### src/rtl/alu_pkg.sv
// Shared definitions for the multi-cycle ALU: op encodings, FSM states, flag layout.
package alu_pkg;

   localparam int unsigned OP_W = 3;

   localparam logic [OP_W-1:0] OP_ADD = 3'b000;
   localparam logic [OP_W-1:0] OP_SUB = 3'b001;
   localparam logic [OP_W-1:0] OP_AND = 3'b010;
   localparam logic [OP_W-1:0] OP_OR  = 3'b011;
   localparam logic [OP_W-1:0] OP_XOR = 3'b100;
   localparam logic [OP_W-1:0] OP_SLT = 3'b101;
   localparam logic [OP_W-1:0] OP_SLL = 3'b110;
   localparam logic [OP_W-1:0] OP_MUL = 3'b111;

   typedef enum logic [1:0] {
      IDLE = 2'd0,
      MUL  = 2'd1,
      DONE = 2'd2
   } state_e;

   localparam int unsigned FLAG_ZERO  = 0;
   localparam int unsigned FLAG_CARRY = 1;
   localparam int unsigned FLAG_OVF   = 2;
   localparam int unsigned FLAG_NEG   = 3;
   localparam int unsigned NUM_FLAGS  = 4;

   // Packs individual flag bits into the flag register layout.
   function automatic logic [NUM_FLAGS-1:0] make_flags(input logic zero, input logic carry,
                                                       input logic ovf, input logic neg);
      logic [NUM_FLAGS-1:0] f;
      f             = '0;
      f[FLAG_ZERO]  = zero;
      f[FLAG_CARRY] = carry;
      f[FLAG_OVF]   = ovf;
      f[FLAG_NEG]   = neg;
      return f;
   endfunction

endpackage

### src/rtl/alu_shift_add_mul.sv
// Iterative unsigned shift-add multiplier: one multiplier bit per clock, 2*WIDTH product.
module alu_shift_add_mul #(
   parameter int unsigned WIDTH = 16
) (
   input  logic                 clk,
   input  logic                 rst,
   input  logic                 start,
   input  logic [WIDTH-1:0]     a,
   input  logic [WIDTH-1:0]     b,
   output logic                 done_c,
   output logic [2*WIDTH-1:0]   product_c
);

   localparam int unsigned PW    = 2 * WIDTH;
   localparam int unsigned CNT_W = $clog2(WIDTH);

   logic [PW-1:0]    mcand_q, mcand_d;
   logic [PW-1:0]    acc_q, acc_d;
   logic [WIDTH-1:0] mplier_q, mplier_d;
   logic [CNT_W-1:0] cnt_q, cnt_d;
   logic             run_q, run_d;

   always_ff @(posedge clk or posedge rst) begin
      if (rst) begin
         mcand_q  <= '0;
         acc_q    <= '0;
         mplier_q <= '0;
         cnt_q    <= '0;
         run_q    <= 1'b0;
      end else begin
         mcand_q  <= mcand_d;
         acc_q    <= acc_d;
         mplier_q <= mplier_d;
         cnt_q    <= cnt_d;
         run_q    <= run_d;
      end
   end

   // Start loads operands; each running cycle consumes the multiplier LSB.
   always_comb begin
      mcand_d  = mcand_q;
      acc_d    = acc_q;
      mplier_d = mplier_q;
      cnt_d    = cnt_q;
      run_d    = run_q;
      if (start) begin
         mcand_d  = PW'(a);
         acc_d    = '0;
         mplier_d = b;
         cnt_d    = '0;
         run_d    = 1'b1;
      end else if (run_q) begin
         acc_d    = acc_q + (mplier_q[0] ? mcand_q : '0);
         mcand_d  = mcand_q << 1;
         mplier_d = mplier_q >> 1;
         cnt_d    = cnt_q + CNT_W'(1);
         if (cnt_q == CNT_W'(WIDTH - 1)) begin
            run_d = 1'b0;
         end
      end
   end

   // Final product is exposed combinationally so the caller can register it on the last iteration edge.
   assign done_c    = run_q && (cnt_q == CNT_W'(WIDTH - 1));
   assign product_c = acc_d;

endmodule

### src/rtl/alu_multicycle.sv
// Multi-cycle ALU with valid/ready handshakes: single-cycle ops plus an iterative MUL,
// registered answer and zero/carry/overflow/negative flags.
module alu_multicycle
   import alu_pkg::*;
#(
   parameter int unsigned WIDTH = 16
) (
   input  logic             clk,
   input  logic             rst,
   input  logic             in_valid,
   output logic             in_ready,
   input  logic [2:0]       op,
   input  logic [WIDTH-1:0] input1,
   input  logic [WIDTH-1:0] input2,
   output logic             out_valid,
   input  logic             out_ready,
   output logic [WIDTH-1:0] answer,
   output logic             zerosignal,
   output logic             carry,
   output logic             overflow,
   output logic             negative,
   output logic             busy
);

   localparam int unsigned SH_W = $clog2(WIDTH);
   localparam int unsigned MSB  = WIDTH - 1;

   state_e               state_q, state_d;
   logic [WIDTH-1:0]     answer_q, answer_d;
   logic [NUM_FLAGS-1:0] flags_q, flags_d;
   logic                 out_valid_q, out_valid_d;
   logic                 in_ready_q, in_ready_d;
   logic                 busy_q, busy_d;

   logic                 accept_c;
   logic                 mul_start_c;
   logic                 mul_done_c;
   logic [2*WIDTH-1:0]   mul_product_c;
   logic [WIDTH:0]       sum_c, diff_c;
   logic [WIDTH-1:0]     alu_res_c;
   logic                 alu_carry_c, alu_ovf_c;

   assign accept_c    = in_valid && in_ready_q;
   assign mul_start_c = accept_c && (op == OP_MUL);

   alu_shift_add_mul #(.WIDTH(WIDTH)) u_mul (
      .clk       (clk),
      .rst       (rst),
      .start     (mul_start_c),
      .a         (input1),
      .b         (input2),
      .done_c    (mul_done_c),
      .product_c (mul_product_c)
   );

   always_ff @(posedge clk or posedge rst) begin
      if (rst) begin
         state_q <= IDLE;
      end else begin
         state_q <= state_d;
      end
   end

   always_comb begin
      state_d = state_q;
      case (state_q)
         IDLE:    if (accept_c) state_d = (op == OP_MUL) ? MUL : DONE;
         MUL:     if (mul_done_c) state_d = DONE;
         DONE:    if (out_ready) state_d = IDLE;
         default: state_d = IDLE;
      endcase
   end

   // Single-cycle datapath; carry of SUB is the no-borrow bit of the widened difference.
   always_comb begin
      sum_c       = {1'b0, input1} + {1'b0, input2};
      diff_c      = {1'b0, input1} - {1'b0, input2};
      alu_res_c   = '0;
      alu_carry_c = 1'b0;
      alu_ovf_c   = 1'b0;
      case (op)
         OP_ADD: begin
            alu_res_c   = sum_c[WIDTH-1:0];
            alu_carry_c = sum_c[WIDTH];
            alu_ovf_c   = (input1[MSB] == input2[MSB]) && (sum_c[MSB] != input1[MSB]);
         end
         OP_SUB: begin
            alu_res_c   = diff_c[WIDTH-1:0];
            alu_carry_c = ~diff_c[WIDTH];
            alu_ovf_c   = (input1[MSB] != input2[MSB]) && (diff_c[MSB] != input1[MSB]);
         end
         OP_AND:  alu_res_c = input1 & input2;
         OP_OR:   alu_res_c = input1 | input2;
         OP_XOR:  alu_res_c = input1 ^ input2;
         OP_SLT:  alu_res_c = WIDTH'($signed(input1) < $signed(input2));
         OP_SLL:  alu_res_c = input1 << input2[SH_W-1:0];
         default: alu_res_c = '0;
      endcase
   end

   always_comb begin
      answer_d    = answer_q;
      flags_d     = flags_q;
      out_valid_d = out_valid_q;
      case (state_q)
         IDLE: begin
            if (accept_c && (op != OP_MUL)) begin
               answer_d    = alu_res_c;
               flags_d     = make_flags(alu_res_c == '0, alu_carry_c, alu_ovf_c, alu_res_c[MSB]);
               out_valid_d = 1'b1;
            end
         end
         MUL: begin
            if (mul_done_c) begin
               answer_d    = mul_product_c[WIDTH-1:0];
               flags_d     = make_flags(mul_product_c[WIDTH-1:0] == '0, 1'b0,
                                        |mul_product_c[2*WIDTH-1:WIDTH], mul_product_c[MSB]);
               out_valid_d = 1'b1;
            end
         end
         DONE: begin
            if (out_ready) out_valid_d = 1'b0;
         end
         default: out_valid_d = 1'b0;
      endcase
      in_ready_d = (state_d == IDLE);
      busy_d     = (state_d != IDLE);
   end

   always_ff @(posedge clk or posedge rst) begin
      if (rst) begin
         answer_q    <= '0;
         flags_q     <= '0;
         out_valid_q <= 1'b0;
         in_ready_q  <= 1'b0;
         busy_q      <= 1'b0;
      end else begin
         answer_q    <= answer_d;
         flags_q     <= flags_d;
         out_valid_q <= out_valid_d;
         in_ready_q  <= in_ready_d;
         busy_q      <= busy_d;
      end
   end

   assign in_ready   = in_ready_q;
   assign out_valid  = out_valid_q;
   assign answer     = answer_q;
   assign zerosignal = flags_q[FLAG_ZERO];
   assign carry      = flags_q[FLAG_CARRY];
   assign overflow   = flags_q[FLAG_OVF];
   assign negative   = flags_q[FLAG_NEG];
   assign busy       = busy_q;

endmodule

### config.mk
export PLATFORM = sky130hd
export DESIGN_NAME = alu_multicycle
export DESIGN_NICKNAME = d
export VERILOG_FILES = /design/src/rtl/alu_pkg.sv /design/src/rtl/alu_shift_add_mul.sv /design/src/rtl/alu_multicycle.sv
export SDC_FILE = /design/constraint.sdc
export NUM_CORES = 1
export LEC_CHECK = 0
export CORE_ASPECT_RATIO = 0.9
export CORE_MARGIN = 2
export CORE_UTILIZATION = 54
export CTS_CLUSTER_DIAMETER = 30
export CTS_CLUSTER_SIZE = 24
export DETAILED_ROUTE_END_ITERATION = 16
export HOLD_SLACK_MARGIN = 0.12
export PLACE_DENSITY = 0.74
export SYNTH_ARGS = -nofsm -noshare
export SYNTH_HDL_FRONTEND = slang
export SYNTH_SLANG_ARGS = --single-unit
### constraint.sdc
create_clock -name clk -period 10.8 [get_ports clk]
set_input_delay 2.16 -clock clk [delete_from_list [all_inputs] [get_ports clk]]
set_output_delay 2.16 -clock clk [all_outputs]
set_load 0.1 [all_outputs]
==> impl_metrics.tcl <==
set metrics [dict create \
    outcome "finished clean" \
    antenna_violating_nets_post_route 0 \
    placedInstanceArea_um2 10610 \
    ctsLongestPathBuffers 2 \
    numCtsBuffers 9 \
    clk_root_buffer_cell "sky130_fd_sc_hd__clkbuf_16" \
    ys_warn_count 0 \
    post_synth.cell_area_avg_um2 8.193 \
    timing.critical_path.arrival_ns 6.53 \
    crit_fanout 27 \
    first_iter_violations 969 \
    worstSetupStartpointType "input pin" \
    vias_in_the_first_global_route 8639 \
    worst_setup_path_startpoint "op[0]" \
    report.final.setup_viol 0 \
    max_cap_violations 0 \
    critical_path_class "in2reg" \
    fmaxAchievable_mhz 160.0 \
    antenna_found_initial 0 \
    sinks_on_clock_net 109 \
    fin_crit_ns 6.250 \
    nNetsFinal 1345 \
    post-place-ws_ns 4.323 \
    final.setup.worst_slack_ns 4.550 \
    timing.final.max_slew_violations 0 \
    vdd.ir_drop.worst_uv 310.5 \
    top_level_ports 62 \
    area.sequential_um2 2731 \
    grt_first_pass_wirelength_um 49380 \
    final_cell_area_um2 10930 \
    floorplan.die_area_um2 19400 \
    grt_max_degree 68 \
    global_route.overflow_total 0 \
    dpl.cell_count 1449 \
    power_mw 2.733 \
    last_weighted_congestion_value_of_the_routability_driven_placer 0.9941 \
    max_h_tree_level 3 \
    place_hpwl_um 23220 \
    area_of_the_multi_input_gates_um2 6625 \
    n_fill_cell 1625 \
    layout.cells.most_common_list "sky130_fd_sc_hd__nor2_1, sky130_fd_sc_hd__a21oi_1, sky130_fd_sc_hd__dfrtp_1" \
    slew_headroom_pct 25.26 \
    die_h_um 132.3 \
    post_cts_setup_repair_bufs 0 \
    detail_route.vias_per_cell 6.284 \
    synth_top_flop_cell "sky130_fd_sc_hd__dfrtp_1" \
    syn-cell-area_um2 9881 \
    postRouteWirelength_um 31110 \
    drc 0 \
    async_flop_share_pct 100.0 \
    setup-tns-final_ns 0 \
    routedWlPerCell_um 21.24 \
    number_of_buffers_added_to_fix_hold_violations_after_cts 0 \
    fin_crit_sh_pct 57.87 \
    power.density_nw_per_um2 250.1 \
    seq_area_frac_synth_pct 27.61 \
    instances_no_fill 1465 \
    rsz_0062_raised_after_global_routing "false" \
    total_routing_usage_reported_by_global_routing_pct 32.18 \
    synth_edf_count 0 \
    worst_pin_slew_ns 1.121 \
    drtPass1Iterations 5 \
    timing_hold_violations_final 0 \
    area_growth_syn_to_layout_pct 10.60 \
    diodes 0 \
    post_cts_resized 0 \
    worstPathRequired_ns 11.08 \
    worstSetupEndpointType "flip-flop" \
    crit-reg2reg-launch "u_mul.mplier_q[0]$_DFFE_PP0P_" \
    place.port_buffers 61 \
    hold_class "reg2reg" \
    tritoncts_clock_tree "built" \
    clk_latency_ns 0.36 \
    final_hold_slack_ns 0.5022 \
    layout-drive-gt1-share_pct 5.143 \
    final_core_util_pct 61.45 \
    num_vias 9206 \
    mappedNetlistNets 1331 \
    synthesized_flop_and_latch_total 109 \
    layout_commonest_cell "sky130_fd_sc_hd__nor2_1" \
    synth.distinct_cells 76 \
    finClkSkew_ns 0.01089 \
    placeable_area_um2 17780 \
    worst_setup_hold_path_clk_slew_ns 0.09 \
    syn-instance-count 1206 \
    power.leakage_nw 5.099 \
    holdCritStartpoint "u_mul.acc_q[21]$_DFF_PP0_" \
    initial_cell_density_of_the_core_pct 55.56 \
    die_width_um 146.6 \
    row_count 46 \
]
## path summary, 6_finish.rpt
path | to | slack [ns] | cells after the start
min in group asynchronous | u_mul.mcand_q[8]$_DFFE_PP0P_ | 2.23 | 2
worst max-delay path | flags_q[0]$_DFFE_PP0P_ | 4.55 | 11
worst min-delay path | u_mul.acc_q[21]$_DFF_PP0_ | 0.50 | 2
worst max register to register | flags_q[2]$_DFFE_PP0P_ | 6.30 | 13
worst min register to register | u_mul.acc_q[21]$_DFF_PP0_ | 0.50 | 2
max in group asynchronous | u_mul.run_q$_DFF_PP0_ | 7.18 | 3
## cell type report
cell class | count | area share (%)
multi-input cells | 961 | 60.63
inverters | 65 | 2.267
well taps | 240 | 2.748
clock inverters | 7 | 0.8244
repair buffers | 74 | 6.480
flip-flops and latches | 109 | 24.99
clock buffers | 9 | 2.061
## report_power, final
part	switching [mW]	internal (mW)
Sequential	0.173	0.596
Combinational	1.04	0.556
Clock	0.177	0.186
## logic make-up (layout without fill, tap and decap cells)
family,after synthesis,after routing,synth area share [%]
compound gates,353,353,22.45
xor+xnor,35,35,3.103
fa+ha+maj,86,86,11.12
buf+inv,136,155,5.394
flops,109,109,27.61
mux,97,97,11.66
simple gates,390,390,18.67
## sequential cells by signal, summed over array words and instances, names as in the netlist
register	flops
in_ready	1
state_q	2
u_mul.mplier_q	16
flags_q	3
busy	1
u_mul.acc_q	32
out_valid	1
u_mul.run_q	1
u_mul.cnt_q	4
answer	16
u_mul.mcand_q	32
## metal layers
layer | vias to the layer above | wire, µm | global-route usage [%]
li1 | 4361 | - | -
met1 | 4400 | 15390 | 50.67
met2 | 406 | 12730 | 46.48
met3 | 39 | 2582 | 5.536
met4 | 0 | 409 | 5.609
met5 | - | 0 | 0
## critical path, stage by stage
cell and delay, ns:
sky130_fd_sc_hd__clkdlybuf4s50_1 0.94, sky130_fd_sc_hd__clkinv_2 0.60, sky130_fd_sc_hd__mux4_2 0.50, sky130_fd_sc_hd__o22ai_1 0.07
sky130_fd_sc_hd__a211o_1 0.28, sky130_fd_sc_hd__and4b_1 0.27, sky130_fd_sc_hd__nand4_1 0.12, sky130_fd_sc_hd__or4_1 0.46
sky130_fd_sc_hd__or4_1 0.41, sky130_fd_sc_hd__or4_1 0.53, sky130_fd_sc_hd__o211ai_2 0.16
## cells in the mapped netlist, drive strengths merged (4+ instances only)
cell,n,area [µm²]
a211o,6,52.55
a211oi,11,82.58
a21boi,6,45.05
a21o,24,180.2
a21oi,111,555.5
a31oi,14,87.58
a41oi,4,35.03
and2,35,219.0
and3,5,31.28
buf,14,73.81
clkbuf,57,214.0
dfrtp,109,2728
ha,83,1039
inv,64,240.2
mux2,5,56.30
mux2i,78,780.8
mux4,14,315.3
nand2,104,390.4
nand2b,14,87.58
nand3,18,90.09
nand3b,5,37.54
nand4,16,100.1
nor2,124,465.5
nor2b,9,56.30
nor3,30,150.1
o211ai,9,72.57
o21a,9,67.56
o21ai,86,430.4
o21bai,11,82.58
o221ai,7,61.31
o22ai,15,93.84
or2,7,43.80
or3,4,25.02
or4,9,67.56
xnor2,20,175.2
xor2,15,131.4
Power figures use the tool's default switching activity.
